==> config.mk <==
export PLATFORM = sky130hd
export DESIGN_NAME = sclk_countdown_timer
export DESIGN_NICKNAME = d
export VERILOG_FILES = /design/src/rtl/sclk_countdown_timer.sv
export SDC_FILE = /design/constraint.sdc
export NUM_CORES = 1
export LEC_CHECK = 0
export CAP_MARGIN = 5
export CORE_MARGIN = 3
export CORE_UTILIZATION = 40
export DETAILED_ROUTE_END_ITERATION = 16
export PLACE_DENSITY = 0.65
export REMOVE_ABC_BUFFERS = 1
export SLEW_MARGIN = 0
export SYNTH_ARGS = -nofsm -noshare
export SYNTH_HDL_FRONTEND = slang
export SYNTH_SLANG_ARGS = --single-unit
==> constraint.sdc <==
create_clock -name clk -period 2.8 [get_ports clk]
set_input_delay 0.42 -clock clk [delete_from_list [all_inputs] [get_ports clk]]
set_output_delay 0.42 -clock clk [all_outputs]
set_load 0.02 [all_outputs]
==> src/rtl/sclk_countdown_timer.sv <==
// Synchronises the divided clock sclk, turns its edges into single-cycle ticks
// and runs a loadable countdown timer (IDLE/RUN/PAUSE/DONE) driven by those ticks.
module sclk_countdown_timer #(
  parameter int unsigned WIDTH       = 16,
  parameter int unsigned SYNC_STAGES = 2,
  parameter int unsigned EDGE_MODE   = 0
) (
  input  logic             clk,
  input  logic             reset,
  input  logic             sclk,
  input  logic             load,
  input  logic [WIDTH-1:0] load_value,
  input  logic             start,
  input  logic             stop,
  output logic             tick,
  output logic [WIDTH-1:0] count,
  output logic             running,
  output logic             expired,
  output logic             done
);

  typedef enum logic [1:0] {
    IDLE  = 2'd0,
    RUN   = 2'd1,
    PAUSE = 2'd2,
    DONE  = 2'd3
  } state_t;

  logic [SYNC_STAGES-1:0] sync_q;
  logic                   hist_q;
  logic                   tick_q;
  logic                   edge_det;
  logic                   sync_last;

  state_t                 state_q, state_d;
  logic [WIDTH-1:0]       count_q, count_d;
  logic                   done_q;

  assign sync_last = sync_q[SYNC_STAGES-1];
  assign edge_det  = (EDGE_MODE != 0) ? (sync_last ^ hist_q) : (sync_last & ~hist_q);

  always_ff @(posedge clk or posedge reset) begin
    if (reset) begin
      sync_q <= '0;
      hist_q <= 1'b0;
      tick_q <= 1'b0;
    end else begin
      sync_q <= {sync_q[SYNC_STAGES-2:0], sclk};
      hist_q <= sync_last;
      tick_q <= edge_det;
    end
  end

  // Priority load > stop > start; a tick that empties the counter beats stop.
  always_comb begin
    state_d = state_q;
    count_d = count_q;
    if (load) begin
      count_d = load_value;
      state_d = IDLE;
    end else begin
      unique case (state_q)
        IDLE: begin
          if (start) state_d = (count_q != '0) ? RUN : DONE;
        end
        RUN: begin
          if (tick_q && (count_q != '0)) count_d = count_q - WIDTH'(1);
          if ((tick_q && (count_q <= WIDTH'(1))) || (count_q == '0)) state_d = DONE;
          else if (stop)                                                 state_d = PAUSE;
        end
        PAUSE: begin
          if (start) state_d = RUN;
        end
        DONE: begin
          count_d = '0;
        end
        default: state_d = IDLE;
      endcase
    end
  end

  always_ff @(posedge clk or posedge reset) begin
    if (reset) begin
      state_q <= IDLE;
      count_q <= '0;
      done_q  <= 1'b0;
    end else begin
      state_q <= state_d;
      count_q <= count_d;
      done_q  <= (state_d == DONE) && (state_q != DONE);
    end
  end

  assign tick    = tick_q;
  assign count   = count_q;
  assign running = (state_q == RUN);
  assign expired = (state_q == DONE);
  assign done    = done_q;

endmodule

==> flow_summary.ini <==
[run_status]
status = complete, no violations

[place]
gp_congestion = 0.896
io_buffers = 41
placed_area_sq_um = 1960
dp_hpwl_mm = 3.13
dp_cells = 251

[die]
num_io_pins = 42
coreArea_sq_um = 3520
rows = 21
dieArea_sq_um = 4620
die_h_microns = 68.0
die_x_microns = 68.0
initial_core_util = 0.436

[clock_tree]
cts_tree = built
postCtsSetupBuffers = 0
clock-root-buffer = clkbuf_8
clkSinkCount = 23
htree_num_levels = 1
cts_buffers = 3
insertion_delay_ps = 260
ctsHoldBuffers = 0
cts_repair_resize_count = 0
cts_max_path_buffers = 2
clk_pin_slew_ps = 80

[routing]
route.detailed.drc = 0
firstDrtPassIters = 4
num_vias = 1569
wl_per_cell_microns = 16.8
initialDrtViolationCount = 108
viasPerCell = 6.15
postRouteWirelength_mm = 4.27
postRouteAntennaNets = 0

[final_layout]
seqCellArea_sq_um = 576
final_cell_area_sq_um = 2000
multi_input_area_sq_um = 850
stdcell_count = 255
fin_util = 0.569
layout-drive-gt1-share = 0.0670
final_nets = 235
n_antenna_cell = 0
syn_to_final_growth_pct = 30.3
nFillCells = 357

[critical_path]
cp.arrival_ps = 2550
crit_chain = inv_1 > ha_1 > nor4b_1 > nand4_1 > buf_4 > a2111oi_0 > a211o_1
cpPeakStageDelay_ps = 450
critPathBufInv = 2
timing_worst_setup_path_type = flip-flop to flip-flop
critPathRequiredTime_ps = 3000
worstSetupEndpointType = flip-flop
worst-path-max-fanout = 14
critPathSlowestCell = a2111oi_0
path_delay_family = simple AND/OR/NAND/NOR gates
critPathLaunchType = flip-flop

[pwr]
p_leak_nw = 0.785
ir_drop_mv = 0.205
comb_power_share = 0.307
p_int_mw = 0.595
p_sw_frac = 0.331
clkPwrFrac = 0.233
p_seq_frac = 0.460
powerDensity_nw_per_um2 = 444
p_sw_mw = 0.294

[yosys]
synthFlopType = dfrtp_1
syn_area_per_cell_sq_um = 8.93
syn_inst = 172
ys_seq_area_frac = 0.375
synthArstFlopShare = 1.00
synth_cell_types = 48
syn_area_sq_um = 1540
yosys_register_bits = 23
synth-edff-count = 0
yosysWarnings = 0

[global_routing]
antenna_found_initial = 0
grt_pass1_wl_mm = 6.80
grt_use_met2 = 0.313
grt.busiest_layer = met2
grt_util_all_layers = 0.194
globalRouteMet1Util = 0.274
grt_max_degree = 26
grt_use_met3 = 0.0213
grt_overflow = 0
grt_pass1_vias = 1427

[sta]
slew_headroom = 0.412
slew_viol_final = 0
skew_ps = 3.08
hold_viol_final = 0
clock.fmax_mhz = 425
whs_ps = 357
worst-slew-pin-transition_ps = 881
finalSetupViolCount = 0
rsz0062_at_grt = no
fin_crit_sh = 0.839
setup_tns_ps = 0
fin_crit_ps = 2350

[min_path]
hp-class = flip-flop to flip-flop

[run]
cap_violations = 0
area by class of cell:
class / count / area share
repair buffers: 46 / 0.224
flip-flops and latches: 23 / 0.288
multi-input cells: 129 / 0.424
clock buffers: 4 / 0.0225
well taps: 46 / 0.0287
inverters: 7 / 0.0131
power groups by stage:
| stage | sequential, mW | combinational, mW | clock, mW |
|---|---|---|---|
| after floorplan | 0.434 | 0.117 | 0 |
| after global placement | 0.413 | 0.268 | 0 |
| after detailed placement | 0.415 | 0.273 | 0 |
| after CTS | 0.409 | 0.274 | 0.212 |
| after global routing | 0.417 | 0.298 | 0.231 |
| final | 0.409 | 0.273 | 0.207 |
worst reg2reg max path, stage by stage (launching register included):
cell and delay (ps):
dfrtp_1 410, inv_1 150, ha_1 220, nor4b_1 430, nand4_1 220, buf_4 250, a2111oi_0 450, a211o_1 170
worst paths after layout:
check	slack, ps	startpoint	depth (start not counted)	to
setup reg to reg	450	count[1]	7	count[0]
hold / removal	360	sync_q[0]	0	sync_q[1]
max in group asynchronous	1610	reset	2	count[14]
setup / recovery	450	count[1]	7	count[0]
min in group asynchronous	650	reset	2	count[0]
hold reg to reg	360	sync_q[0]	0	sync_q[1]
metal layers:
| metal | share of wire | routed length [microns] |
|---|---|---|
| met1 | 0.44 | 1900 |
| met2 | 0.48 | 2070 |
| met3 | 0.062 | 266 |
| met4 | 0.0094 | 40 |
| met5 | 0 | 0 |
cells by family (layout without fill, tap and decap cells):
logic type / count (synthesis) / count (layout) / share of synthesized area
adder cells (fa/ha/maj): 3 / 3 / 0.0244
flip-flops: 23 / 23 / 0.375
buffers and inverters: 20 / 57 / 0.0725
AO/OA/AOI/OAI: 42 / 42 / 0.219
AND/OR/NAND/NOR: 84 / 84 / 0.309
registers in the layout, summed over array words and instances (netlist names):
signal and cells:
count 16, done 1, hist_q 1, state_q 2, sync_q 2, tick 1
synth_stat cells (2+ instances only):
cell	number	area, sq um
nand2_1	10	37.5
nand4_1	7	43.8
or4_1	3	22.5
ha_1	3	37.5
a32o_1	4	40.0
a211oi_1	5	37.5
inv_1	7	26.3
clkbuf_8	2	27.5
a41oi_1	3	26.3
clkbuf_1	7	26.3
nor4_1	2	12.5
o21ai_0	3	15.0
dfrtp_1	23	576
nor3b_1	3	22.5
and3_1	3	18.8
or3_1	2	12.5
nand3_1	9	45.0
a21o_1	2	15.0
nor3_1	14	70.1
nor2b_1	2	12.5
a2111oi_0	2	17.5
a221o_1	3	30.0
and4_1	2	17.5
o41ai_1	2	17.5
a31oi_1	3	18.8
nor2_1	14	52.6
and2_1	4	25.0
nor4b_1	2	17.5
a21oi_1	5	25.0
a211o_1	2	17.5
clkbuf_4	2	15.0
cell usage in the layout (no fill, tap or decap), types with 2 or more instances in the layout:
| cell | instances |
|---|---|
| clkdlybuf4s50_1 | 41 |
| nor3b_1 | 3 |
| a21o_1 | 2 |
| nor4b_1 | 2 |
| a221o_1 | 3 |
| a21oi_1 | 5 |
| a211o_1 | 2 |
| and3_1 | 3 |
| nand3_1 | 9 |
| a41oi_1 | 3 |
| nand2_1 | 10 |
| nor4_1 | 2 |
| a211oi_1 | 5 |
| a2111oi_0 | 2 |
| ha_1 | 3 |
| clkbuf_8 | 3 |
| nor3_1 | 14 |
| and4_1 | 2 |
| a32o_1 | 4 |
| and2_1 | 4 |
| o41ai_1 | 2 |
| nor2b_1 | 2 |
| a31oi_1 | 3 |
| o21ai_0 | 3 |
| inv_1 | 7 |
| or4_1 | 3 |
| nor2_1 | 14 |
| dfrtp_1 | 23 |
| nand4_1 | 7 |
| buf_4 | 5 |
| or3_1 | 2 |
stage by stage:
stage               total power, mW  worst slack, ps
floorplan                     0.551              482
global placement              0.681              618
detailed placement            0.688              489
CTS                           0.894              447
global route                  0.945              259
finish                        0.890              450
Power figures use the tool's default switching activity.
==> RTL change 1: new RTL, same flow settings <==
The parameter `WIDTH` goes from 16 to 32.
--- a/src/rtl/sclk_countdown_timer.sv
+++ b/src/rtl/sclk_countdown_timer.sv
@@ -2,5 +2,5 @@
 // and runs a loadable countdown timer (IDLE/RUN/PAUSE/DONE) driven by those ticks.
 module sclk_countdown_timer #(
-  parameter int unsigned WIDTH       = 16,
+  parameter int unsigned WIDTH       = 32,
   parameter int unsigned SYNC_STAGES = 2,
   parameter int unsigned EDGE_MODE   = 0
Ports: changed (resized count and load_value); port bits go from 42 to 74. No check against the original RTL was run, so the function may have changed too.
==> RTL change 1 against the unedited design <==
- sequential cell count increased by 16
- sequential power increased by 70%
- critical path type unchanged
- wire length increased by 120%
- total power increased by 110%
- clock skew increased by 0.0035 ns
- via count increased by 94%
- worst setup slack got worse by 0.30 ns
- fmax decreased by 11%
- die area increased by 68%
- cell area increased by 89%
- clock power increased to 2.8 times the old value
- synthesized area increased by 75%
==> RTL change 1: results (changes against the unedited design) <==
stage	metric	value	unit	change
run_status	status	complete, no violations		
routing	DRT iter0 DRCs	310		+190%
finish	fillcell total	616		+73%
routing	TritonRoute pass-1 iters	7		+3
pwr	Psw	596	uW	+100%
setup_path	Worst R2R End	count[31]		
placement	port bufs	73		+78%
setup_path	R2R setup slack	0.15	ns	-0.30 ns
routing	wire length per cell	19.3	um	+15%
placement	HPWL after detailed placement	6840	um	+120%
pwr	VDD IR max	0.336	mV	+64%
setup_path	worst endpoint data arrival time	2.83	ns	+0.28 ns
grt	vias in the first global route	2872		+100%
grt	gr usage total	25.3	%	+5.8 points
logic_synthesis	Ys Warns	0		unchanged
finish	Layout Cells excl Fill	485		+90%
placement	Inst Count DP	477		+90%
grt	met1 global-route usage	36.1	%	+8.7 points
sta	skew final	0.00662	ns	+0.00353 ns
cts	CTS buffer count	5		+2
routing	Vias	3048		+94%
logic_synthesis	register area share after synthesis	36.3	%	-1.2 points
grt	largest net degree at the start of global routing	40		+54%
sta	worst-margin pin slew	0.651	ns	-0.230 ns
finish	Final #Nets	448		+91%
logic_synthesis	synth unique cells	60		+25%
cts	H-Tree Depth	2		+1
cts	Skew-Pair Late Insertion Delay	0.30	ns	+0.04 ns
logic_synthesis	top cells by area, synth	dfrtp_1 (36%), nand2_1 (5.2%), nor3_1 (4.3%)		
setup_path	CP max FO	8		-6
finish	max FFs per register	32		+16
-- RTL change 1: cell types whose count changed after synthesis, moves of 9 or more --
cell / change
or3_1: +11
o21ai_0: +10
nor4_1: +10
nor3_1: +9
nand2_1: +27
dfrtp_1: +16
-- RTL change 1: cell type report --
type / instances / area (um^2) / share of cell area [%]
repair buffers: 101 / 948 / 25.0
inverters: 12 / 45.0 / 1.19
multi-input cells: 248 / 1590 / 41.9
well taps: 77 / 96.3 / 2.54
flip-flops and latches: 39 / 976 / 25.7
clock buffers: 5 / 68.8 / 1.82
clock inverters: 3 / 67.6 / 1.78
-- RTL change 1: logic make-up (layout without fill, tap and decap cells) --
logic type	after synthesis	after routing	share of synthesized area, %
adder cells (fa/ha/maj)	3	3	1.40
flip-flops	39	39	36.3
multiplexers	5	5	1.86
AND/OR/NAND/NOR	161	161	32.6
buffers and inverters	30	121	4.65
AO/OA/AOI/OAI	79	79	23.2
-- RTL change 1: how the worst max path moves through the flow --
stage | to | slack, ns
2_1_floorplan | count[10] | 0.08
3_3_place_gp | count[18] | 0.17
3_5_place_dp | count[10] | 0.19
4_1_cts | count[31] | 0.18
5_1_grt | count[12] | 0.01
6_report | count[31] | 0.15
-- RTL change 1: per-layer routing --
layer  wire [um]  up-vias
met5           0        -
met4         163        0
met3         634       15
met2        4260      143
met1        4320     1474
li1            -     1416
-- RTL change 1: worst max-delay path, cell delays in order, from the launching register on --
cell and delay, ns:
dfrtp_1 0.43, or4_4 0.62, or4_4 0.59, or4_4 0.54, o31ai_1 0.23, a2bb2oi_1 0.11
-- RTL change 1: through the flow --
stage	worst slack (ns)	instance area, um^2	hold slack (ns)	util (%)
6_report	0.152	3790	0.361	59.0
3_3_place_gp	0.171	3650	0.339	56.9
3_5_place_dp	0.191	3650	0.337	56.9
4_1_cts	0.183	3790	0.367	59.0
2_1_floorplan	0.0808	2610	0.331	-
5_1_grt	0.0128	3790	0.377	59.0
-- RTL change 1: power by group through the flow --
stage	Sequential, mW	Combinational [mW]	Clock (mW)
after floorplan	0.755	0.210	0
after global placement	0.701	0.547	0
after detailed placement	0.703	0.553	0
after CTS	0.693	0.557	0.584
after global routing	0.707	0.604	0.599
final	0.695	0.556	0.583
-- RTL change 1: repair_timing --
action / in CTS / in global routing
setup endpoints to repair: 0 / 1
resized for setup: 0 / 1
hold buffers: 0 / 0
==> RTL change 2: new RTL, config.mk and constraints unchanged <==
Without the edit above. Put a register stage on the output `expired`, with the module's reset. The value now appears one clock later. The other outputs are not delayed to match.
--- a/src/rtl/sclk_countdown_timer.sv
+++ b/src/rtl/sclk_countdown_timer.sv
@@ -95,5 +95,11 @@
   assign count   = count_q;
   assign running = (state_q == RUN);
-  assign expired = (state_q == DONE);
+  always_ff @(posedge clk or posedge reset) begin
+    if (reset) begin
+      expired <= '0;
+    end else begin
+      expired <= (state_q == DONE);
+    end
+  end
   assign done    = done_q;
 
Behaviour: not the same (a bounded check fails within 4 cycles, from zero or initial values and one cycle with reset high).
==> RTL change 2 against the unedited design <==
- final cell count up 0.78%
- sequential cell count up 1
- wire length down 3.1%
- sequential share of layout area up 0.81 points
- worst setup slack better by 0.094 ns
- first-iteration DRC count down 33%
- cell area up 1.5%
- total power up 4.9%
- die area up 1.5%
- synthesized area up 1.6%
- critical path type unchanged
- critical endpoint unchanged
- largest cell class unchanged
- largest power group unchanged
==> RTL change 2: results (changes against the unedited design) <==
stage	metric	value	unit	change
grt	met3 GRT Util	2.30	%	+0.16 points
sta	skew final	0.00132	ns	-0.00176 ns
pwr	cell leakage power	0.799	nW	+1.8%
grt	first-pass GRT wire length	6870	um	+1.0%
routing	WL final	4140	um	-3.1%
logic_synthesis	post-synthesis adder-cell area fraction	2.40	%	-0.039 points
run_status	status	complete, no violations		
placement	Inst Count DP	253		+0.80%
cts	maximum clock insertion buffer count	2		unchanged
logic_synthesis	commonest cells in the netlist	dfrtp_1 (24), nor2_1 (14), nor3_1 (14), nand2_1 (10), nand3_1 (9)		
pwr	Psw	299	uW	+1.7%
finish	share of post-route cells with drive strength above 1	6.70	%	unchanged
logic_synthesis	Compound-Gate Fraction of Synth Area	21.6	%	-0.35 points
floorplan	Core Region	3720	um^2	+5.5%
pwr	VDD IR max	0.213	mV	+4.0%
routing	TritonRoute pass-1 iters	4		unchanged
logic_synthesis	Ys Warns	0		unchanged
routing	DRT iter0 DRCs	72		-33%
cts	CTS buffer count	3		unchanged
logic_synthesis	synth unique cells	48		unchanged
cts	Skew-Pair Late Insertion Delay	0.27	ns	
placement	HPWL after detailed placement	2920	um	-6.7%
cts	clock-pin transition on the worst setup and hold timing paths	0.08	ns	about the same
grt	met1 global-route usage	25.0	%	-2.4 points
routing	Vias	1539		-1.9%
placement	GPL Wtd Cong	0.784		-13%
setup_path	worst endpoint data arrival time	2.47	ns	-0.08 ns
placement	Post-Place Setup Slack	0.579	ns	+0.0896 ns
finish	Layout Cells excl Fill	257		+0.78%
cts	setup bufs post-CTS	0		unchanged
grt	largest net degree at the start of global routing	32		+23%
setup_path	CP max FO	14		unchanged
logic_synthesis	register area share after synthesis	38.5	%	+1.0 points
grt	gr usage total	19.3	%	-0.13 points
grt	GR Util met2	32.4	%	+1.1 points
logic_synthesis	top cells by area, synth	dfrtp_1 (38%), nor3_1 (4.5%), nor2_1 (3.4%)		
finish	n_diodes	0		unchanged
min_path	Hold Crit Class	flip-flop to flip-flop		
cts	CTS root buf	clkbuf_8		
grt	initial antenna violation count	0		unchanged
logic_synthesis	Async SR Flop Fraction	100	%	unchanged
logic_synthesis	Primary FF master, synth	dfrtp_1		
logic_synthesis	mux cell area share after synthesis	0	%	unchanged
logic_synthesis	synthesized area per cell	9.03	um^2	+1.0%
finish	max FFs per register	16		unchanged
cts	H-Tree Depth	1		unchanged
sta	worst-margin pin slew	0.961	ns	+0.0800 ns
-- RTL change 2: final cells by class --
type / count / area (um^2)
multi-input cells: 129 / 850
repair buffers: 45 / 440
well taps: 48 / 60.1
flip-flops and latches: 24 / 601
clock buffers: 4 / 55.1
fillers: 343 / 1680
inverters: 7 / 26.3
-- RTL change 2: critical path, stage by stage, from the launching register on --
cell,delay [ns]
dfrtp_1,0.45
inv_1,0.13
ha_1,0.19
nor4b_1,0.42
nand4_1,0.21
buf_4,0.26
a2111oi_0,0.40
a211o_1,0.15
-- RTL change 2: routing by layer --
| layer | wire length, um | vias to the layer above |
|---|---|---|
| met5 | 0 | - |
| met4 | 39 | 0 |
| met3 | 209 | 4 |
| met2 | 1990 | 41 |
| met1 | 1900 | 750 |
| li1 | - | 744 |
-- RTL change 2: power by group through the flow --
| stage | Combinational (mW) | Sequential, mW | Clock, mW |
|---|---|---|---|
| 2_1_floorplan | 0.117 | 0.449 | 0 |
| 3_3_place_gp | 0.267 | 0.428 | 0 |
| 3_5_place_dp | 0.270 | 0.430 | 0 |
| 4_1_cts | 0.272 | 0.424 | 0.246 |
| 5_1_grt | 0.295 | 0.431 | 0.259 |
| 6_report | 0.270 | 0.425 | 0.239 |
-- RTL change 2: stage by stage --
step                instance area [um^2]  total power, mW
CTS                                 2030            0.943
global placement                    1980            0.695
global route                        2030            0.986
finish                              2030            0.933
floorplan                           1480            0.566
detailed placement                  1980            0.700
-- RTL change 2: final timing paths --
kind                            slack [ns]        end      start  cells after the start
worst max-delay path                  0.54   count[0]   count[0]                      7
worst min-delay path                  0.36  sync_q[1]  sync_q[0]                      0
worst max register to register        0.54   count[0]   count[0]                      7
worst min register to register        0.36  sync_q[1]  sync_q[0]                      0
max in group asynchronous             1.54   count[1]      reset                      2
min in group asynchronous             0.67   count[3]      reset                      2
